--- config.mk ---
export PLATFORM = sky130hd
export DESIGN_NAME = seq_slice_add_ctrl_flat
export DESIGN_NICKNAME = d
export VERILOG_FILES = /design/src/rtl/seq_add_pkg.sv /design/src/rtl/seq_slice_add_ctrl_if.sv /design/src/rtl/seq_slice_add_ctrl_add_slice.sv /design/src/rtl/seq_slice_add_ctrl.sv /design/src/flat_wrapper.sv
export SDC_FILE = /design/constraint.sdc
export NUM_CORES = 1
export LEC_CHECK = 0
export ABC_AREA = 0
export ABC_CLOCK_PERIOD_IN_PS = 7410
export BUFFER_PORTS_ARGS = -buffer_cell sky130_fd_sc_hd__buf_4
export CAP_MARGIN = 20
export CORE_UTILIZATION = 55
export CTS_CLUSTER_DIAMETER = 120
export DETAILED_ROUTE_END_ITERATION = 12
export PLACE_DENSITY = 0.93
export SYNTH_ARGS = -nofsm -noshare
export SYNTH_HDL_FRONTEND = slang
export SYNTH_HIERARCHICAL = 1
export SYNTH_SLANG_ARGS = --single-unit
--- constraint.sdc ---
create_clock -name clk -period 7.41 [get_ports clk]
set_input_delay 0.3705 -clock clk [delete_from_list [all_inputs] [get_ports clk]]
set_output_delay 0.3705 -clock clk [all_outputs]
set_load 0.05 [all_outputs]
--- src/rtl/seq_add_pkg.sv ---
// Shared types and defaults for the sequential slice adder.
// Holds the FSM state enum, default sizes and the counter width helper.
package seq_add_pkg;

  typedef enum logic [1:0] {
    IDLE,
    RUN,
    DONE
  } state_t;

  localparam int SLICE_W_DEF    = 4;
  localparam int NUM_SLICES_DEF = 4;

  // Slice counter width; at least one bit even for a single slice.
  function automatic int cnt_w(input int n);
    return (n > 1) ? $clog2(n) : 1;
  endfunction

endpackage

--- src/rtl/seq_slice_add_ctrl_if.sv ---
// Operand/result bundle of the sequential slice adder.
// master: operand source / result sink; slave: the adder controller.
// ovf is present only when SEQ_ADD_OVF_EN is defined.
interface seq_slice_add_ctrl_if #(
  parameter int W = 16
);

  logic         start;
  logic [W-1:0] a;
  logic [W-1:0] b;
  logic         cin;
  logic         ready;
  logic         busy;
  logic         done;
  logic [W-1:0] sum;
  logic         cout;
`ifdef SEQ_ADD_OVF_EN
  logic         ovf;
`endif

  modport master (
    output start, a, b, cin,
`ifdef SEQ_ADD_OVF_EN
    input  ovf,
`endif
    input  ready, busy, done, sum, cout
  );

  modport slave (
    input  start, a, b, cin,
`ifdef SEQ_ADD_OVF_EN
    output ovf,
`endif
    output ready, busy, done, sum, cout
  );

endinterface

--- src/rtl/seq_slice_add_ctrl_add_slice.sv ---
// add_slice: combinational SLICE_W-bit ripple adder.
// Ports: a, b, cin in; sum, cout out.
module add_slice #(
  parameter int SLICE_W = 4
) (
  input  logic [SLICE_W-1:0] a,
  input  logic [SLICE_W-1:0] b,
  input  logic               cin,
  output logic [SLICE_W-1:0] sum,
  output logic               cout
);

  assign {cout, sum} = a + b + cin;

endmodule

--- src/rtl/seq_slice_add_ctrl.sv ---
// Wide adder built from one shared slice, LS slice first, one per cycle.
// Ports: clk, rst (async, active high), bus (slave: start/a/b/cin in;
// ready/busy/done/sum/cout out). SEQ_ADD_OVF_EN adds signed overflow ovf.
module seq_slice_add_ctrl
  import seq_add_pkg::*;
#(
  parameter int SLICE_W    = SLICE_W_DEF,
  parameter int NUM_SLICES = NUM_SLICES_DEF
) (
  input logic                 clk,
  input logic                 rst,
  seq_slice_add_ctrl_if.slave bus
);

  localparam int W     = SLICE_W * NUM_SLICES;
  localparam int CNT_W = cnt_w(NUM_SLICES);
  localparam int MSB   = SLICE_W - 1;

  state_t             state_q, state_d;
  logic [W-1:0]       a_q, a_d;
  logic [W-1:0]       b_q, b_d;
  logic [W-1:0]       sum_q, sum_d;
  logic [CNT_W-1:0]   cnt_q, cnt_d;
  logic               carry_q, carry_d;
  logic               cout_q, cout_d;
  logic               ovf_q, ovf_d;

  logic [SLICE_W-1:0] sl_a, sl_b, sl_s;
  logic               sl_c;
  logic               msb_cin;
  int                 lo;
  logic               last;
  logic               accept;

  assign lo   = int'(cnt_q) * SLICE_W;
  assign sl_a = a_q[lo +: SLICE_W];
  assign sl_b = b_q[lo +: SLICE_W];
  assign last = (cnt_q == CNT_W'(NUM_SLICES - 1));

  // Carry into the slice MSB, recovered from the sum bit.
  assign msb_cin = sl_s[MSB] ^ sl_a[MSB] ^ sl_b[MSB];

  add_slice #(.SLICE_W(SLICE_W)) u_slice (
    .a    (sl_a),
    .b    (sl_b),
    .cin  (carry_q),
    .sum  (sl_s),
    .cout (sl_c)
  );

  assign accept = bus.start && (state_q != RUN);

  always_comb begin
    state_d = state_q;
    a_d     = a_q;
    b_d     = b_q;
    sum_d   = sum_q;
    cnt_d   = cnt_q;
    carry_d = carry_q;
    cout_d  = cout_q;
    ovf_d   = ovf_q;
    unique case (state_q)
      RUN: begin
        sum_d[lo +: SLICE_W] = sl_s;
        carry_d = sl_c;
        if (last) begin
          cout_d  = sl_c;
          ovf_d   = msb_cin ^ sl_c;
          state_d = DONE;
        end else begin
          cnt_d = cnt_q + 1'b1;
        end
      end
      default: begin
        state_d = IDLE;
        if (accept) begin
          a_d     = bus.a;
          b_d     = bus.b;
          carry_d = bus.cin;
          cnt_d   = '0;
          state_d = RUN;
        end
      end
    endcase
  end

  always_ff @(posedge clk or posedge rst) begin
    if (rst) begin
      state_q <= IDLE;
      a_q     <= '0;
      b_q     <= '0;
      sum_q   <= '0;
      cnt_q   <= '0;
      carry_q <= 1'b0;
      cout_q  <= 1'b0;
      ovf_q   <= 1'b0;
    end else begin
      state_q <= state_d;
      a_q     <= a_d;
      b_q     <= b_d;
      sum_q   <= sum_d;
      cnt_q   <= cnt_d;
      carry_q <= carry_d;
      cout_q  <= cout_d;
      ovf_q   <= ovf_d;
    end
  end

  assign bus.ready = (state_q == IDLE) || (state_q == DONE);
  assign bus.busy  = (state_q == RUN);
  assign bus.done  = (state_q == DONE);
  assign bus.sum   = sum_q;
  assign bus.cout  = cout_q;
`ifdef SEQ_ADD_OVF_EN
  assign bus.ovf   = ovf_q;
`else
  logic unused_ovf;
  assign unused_ovf = ovf_q;
`endif

endmodule

--- src/flat_wrapper.sv ---
// flat-port wrapper written by rule: the top's interface ports become plain ports
module seq_slice_add_ctrl_flat import seq_add_pkg::*;
#(
  parameter int SLICE_W    = SLICE_W_DEF,
  parameter int NUM_SLICES = NUM_SLICES_DEF
)
  (clk, rst, bus_start, bus_a, bus_b, bus_cin, bus_ready, bus_busy, bus_done, bus_sum, bus_cout);
  seq_slice_add_ctrl_if #(.W((16))) bus_i ();
  input logic clk;
  input logic rst;
  input wire logic [$bits(bus_i.start)-1:0] bus_start;
  input wire logic [$bits(bus_i.a)-1:0] bus_a;
  input wire logic [$bits(bus_i.b)-1:0] bus_b;
  input wire logic [$bits(bus_i.cin)-1:0] bus_cin;
  output wire logic [$bits(bus_i.ready)-1:0] bus_ready;
  output wire logic [$bits(bus_i.busy)-1:0] bus_busy;
  output wire logic [$bits(bus_i.done)-1:0] bus_done;
  output wire logic [$bits(bus_i.sum)-1:0] bus_sum;
  output wire logic [$bits(bus_i.cout)-1:0] bus_cout;
  assign bus_i.start = bus_start;
  assign bus_i.a = bus_a;
  assign bus_i.b = bus_b;
  assign bus_i.cin = bus_cin;
  assign bus_ready = bus_i.ready;
  assign bus_busy = bus_i.busy;
  assign bus_done = bus_i.done;
  assign bus_sum = bus_i.sum;
  assign bus_cout = bus_i.cout;
  seq_slice_add_ctrl #(.SLICE_W(SLICE_W), .NUM_SLICES(NUM_SLICES)) u_core (.clk(clk), .rst(rst), .bus(bus_i));
endmodule
==> flow_summary_export.csv <==
group,metric,value,unit
global_route,antenna_found_initial,0,
timing,setup_viol,0,
global_route,track_usage,0.213,
timing,drv_slew,0,
global_route,grt_pass1_vias,1701,
global_route,grt_max_degree,55,
logic_synthesis,synth_area,2540,um2
timing,min_period,3.00,ns
routing,dr.pass1.iters,4,
cts,clock_path_buffers,2,
power_and_ir_drop,swShare,0.424,
timing,worst_pin_slew,0.821,ns
cts,cts_resized,0,
worst_hold_path,hold_path_class,"input pin to flop",
logic_synthesis,ys_seq_elements,54,
logic_synthesis,netlist_instances,185,
logic_synthesis,synthArstFlopShare,1.00,
floorplan,num_io_pins,56,
timing,rsz0062_at_grt,"false",
power_and_ir_drop,combPwrFrac,0.548,
floorplan,rows,24,
cells_and_area,design_area,3100,um2
floorplan,chipHeight,70.0,um
cts,cts_made_buffers,5,
timing,hold_ws,0.281,ns
cells_and_area,layout.cells.non_filler,294,
global_route,grt_pass1_wl,8080,um
power_and_ir_drop,pwr-share-seq,0.336,
worst_setup_path,start_kind,"flop",
timing,relSlewSlack,0.453,
cts,cts.clk_slew.worst_paths,0.09,ns
worst_setup_path,path_max_fanout,18,
global_route,grt-ovfl-total,0,
floorplan,die_w,70.0,um
logic_synthesis,yosysTopAreaCell,"dfrtp_1",
logic_synthesis,yosysMostFrequentCell,"dfrtp_1",
cts,cts_tree,"yes",
floorplan,initial_utilization,0.580,
placed_design,numPortBuffers,55,
routing,drt_iter0_markers,145,
logic_synthesis,ys_top_cells_by_count,"dfrtp_1 (54), mux2_2 (32), nand2_1 (14), inv_1 (11)",
floorplan,die-area,4900,um2
worst_setup_path,rr_startpoint,"u_core/cnt_q[0]",
power_and_ir_drop,peakVddDrop,249,uV
placed_design,post-dp-hpwl,3570,um
placed_design,place.gp.congestion,0.828,
power_and_ir_drop,power.density,506,nW/um2
logic_synthesis,ys_warn_count,6,
timing,fin_crit_sh,0.404,
timing,setup-tns-final,0,ns
timing,hold_viol,0,
cts,cts_setup_buffers,0,
cts,clock_latency,0.30,ns
placed_design,placed_cell_area,2960,um2
timing,timing.fmax,334,MHz
routing,vias,1611,
power_and_ir_drop,p_leak,0.00147,uW
floorplan,design.core.area,4380,um2
worst_setup_path,path_class,"flop to flop",
cts,clockRootBuffer,"clkbuf_8",
routing,drc,0,
cts,cts_sinks,54,
timing,finalClockSkew,0.00585,ns
worst_setup_path,r2r_slack,4.41,ns
power_and_ir_drop,clock_power_share,0.117,
routing,wire_per_inst,16.1,um
cells_and_area,fin_nets,287,
placed_design,place_inst,284,
worst_setup_path,cp-startpoint,"u_core/cnt_q[0]",
cells_and_area,drive_gt1_frac,0.459,
logic_synthesis,synth_flop_cell,"dfrtp_1",
worst_setup_path,cp-end-kind,"flop",
worst_setup_path,cp.arrival,3.19,ns
worst_setup_path,worstPathRequired,7.61,ns
logic_synthesis,seq_area_frac_synth,0.532,
logic_synthesis,yosysTopAreaCellShare,0.532,
logic_synthesis,synth.distinct_cells,32,
routing,via_per_inst,5.48,
cts,htree_levels,2,
power_and_ir_drop,total_power,1570,uW
logic_synthesis,syn_avg_cell_area,13.7,um2
logic_synthesis,synthTopCellsByArea,"dfrtp_1 (53%), mux2_2 (14%), mux4_2 (7.1%)",
run_status,status,"finished clean",
worst_hold_path,worstHoldStart,"bus_b[7]",
logic_synthesis,synth_nets,231,
cells_and_area,n_antenna_cell,0,
power_and_ir_drop,p_switching,667,uW
logic_synthesis,synth_edf_count,0,
cells_and_area,fillCellCount,315,
cells_and_area,area_growth_syn_to_layout,22.2,%
flow_run,drv_cap,0,
routing,drt_wl_total,4740,um
power_and_ir_drop,internal_power,905,uW
routing,detail-route-antenna-nets,0,
-- state kept, by name (all words and copies together), names as in the netlist --
signal / count
u_core/cnt_q: 2
u_core/bus.cout: 1
u_core/carry_q: 1
u_core/state_q: 2
u_core/a_q: 16
u_core/b_q: 16
u_core/bus.sum: 16
-- routing by layer --
metal  routed length [um]  GRT usage  vias to the layer above
met5                    0          0                        -
met4                   41     0.0600                        0
met3                  185     0.0476                        5
met2                 2550      0.370                       45
met1                 1960      0.267                      793
li1                     -          -                      768
-- layout by cell type (no fill, tap or decap), drive strengths merged, types with 3 or more instances in the layout --
| master | Yosys | routed |
|---|---|---|
| nand3b | 4 | 4 |
| dfrtp | 54 | 54 |
| clkbuf | 1 | 8 |
| a22o | 8 | 8 |
| mux4 | 8 | 8 |
| ha | 8 | 8 |
| mux2 | 34 | 34 |
| inv | 11 | 11 |
| o21ai | 8 | 8 |
| buf | 7 | 56 |
| nand3 | 3 | 3 |
| nand2 | 15 | 15 |
| nand2b | 5 | 5 |
-- power groups by stage --
| stage | Clock, uW | Combinational [uW] | Sequential [uW] |
|---|---|---|---|
| after CTS | 189 | 859 | 528 |
| after global placement | 0 | 831 | 522 |
| after global routing | 203 | 939 | 545 |
| after floorplan | 0 | 618 | 568 |
| after detailed placement | 0 | 856 | 535 |
| final | 183 | 861 | 528 |
-- logic make-up after synthesis --
kind of cell	count (synthesis)	share of synthesized area
AOI/OAI and AO/OA	22	0.0625
xor gates and xnor gates	2	0.00689
adders and majority gates	10	0.0551
buffers and inverters	19	0.0379
DFF	54	0.532
muxes	43	0.226
and+or+nand+nor	35	0.0803
-- path summary, 6_finish.rpt --
check / to / cells past startpoint
min in group asynchronous: u_core/state_q[1] / 3
min reg2reg: u_core/bus.sum[7] / 2
min: u_core/b_q[7] / 2
max in group asynchronous: u_core/a_q[6] / 4
max reg2reg: u_core/bus.sum[13] / 7
max: u_core/bus.sum[13] / 7
-- critical path, cell delays in order, from the launching register on --
cell and delay, ns:
dfrtp_1 0.89, mux4_2 0.62, fa_1 0.45, inv_1 0.08, fa_1 0.40, inv_1 0.11, nand2b_1 0.08, o41ai_1 0.25
-- per-stage QoR --
| step | utilization | setup WS (ns) |
|---|---|---|
| after floorplan | - | 4.88 |
| after global placement | 0.676 | 4.51 |
| after detailed placement | 0.676 | 4.42 |
| after CTS | 0.701 | 4.41 |
| after global routing | 0.708 | 4.15 |
| final | 0.708 | 4.41 |
-- cell type report --
class | count | area (um2) | area share
clock buffers | 8 | 110 | 0.0355
multi-input cells | 112 | 1090 | 0.352
flip-flops and latches | 54 | 1350 | 0.435
well taps | 52 | 65.1 | 0.0210
repair buffers | 57 | 443 | 0.143
inverters | 11 | 41.3 | 0.0133
-- timing repair --
item | CTS | global route
setup endpoints to repair | 0 | 0
hold endpoints to repair | 0 | 11
hold buffers | 0 | 1
Note: power is estimated with default switching activity, not from simulation.
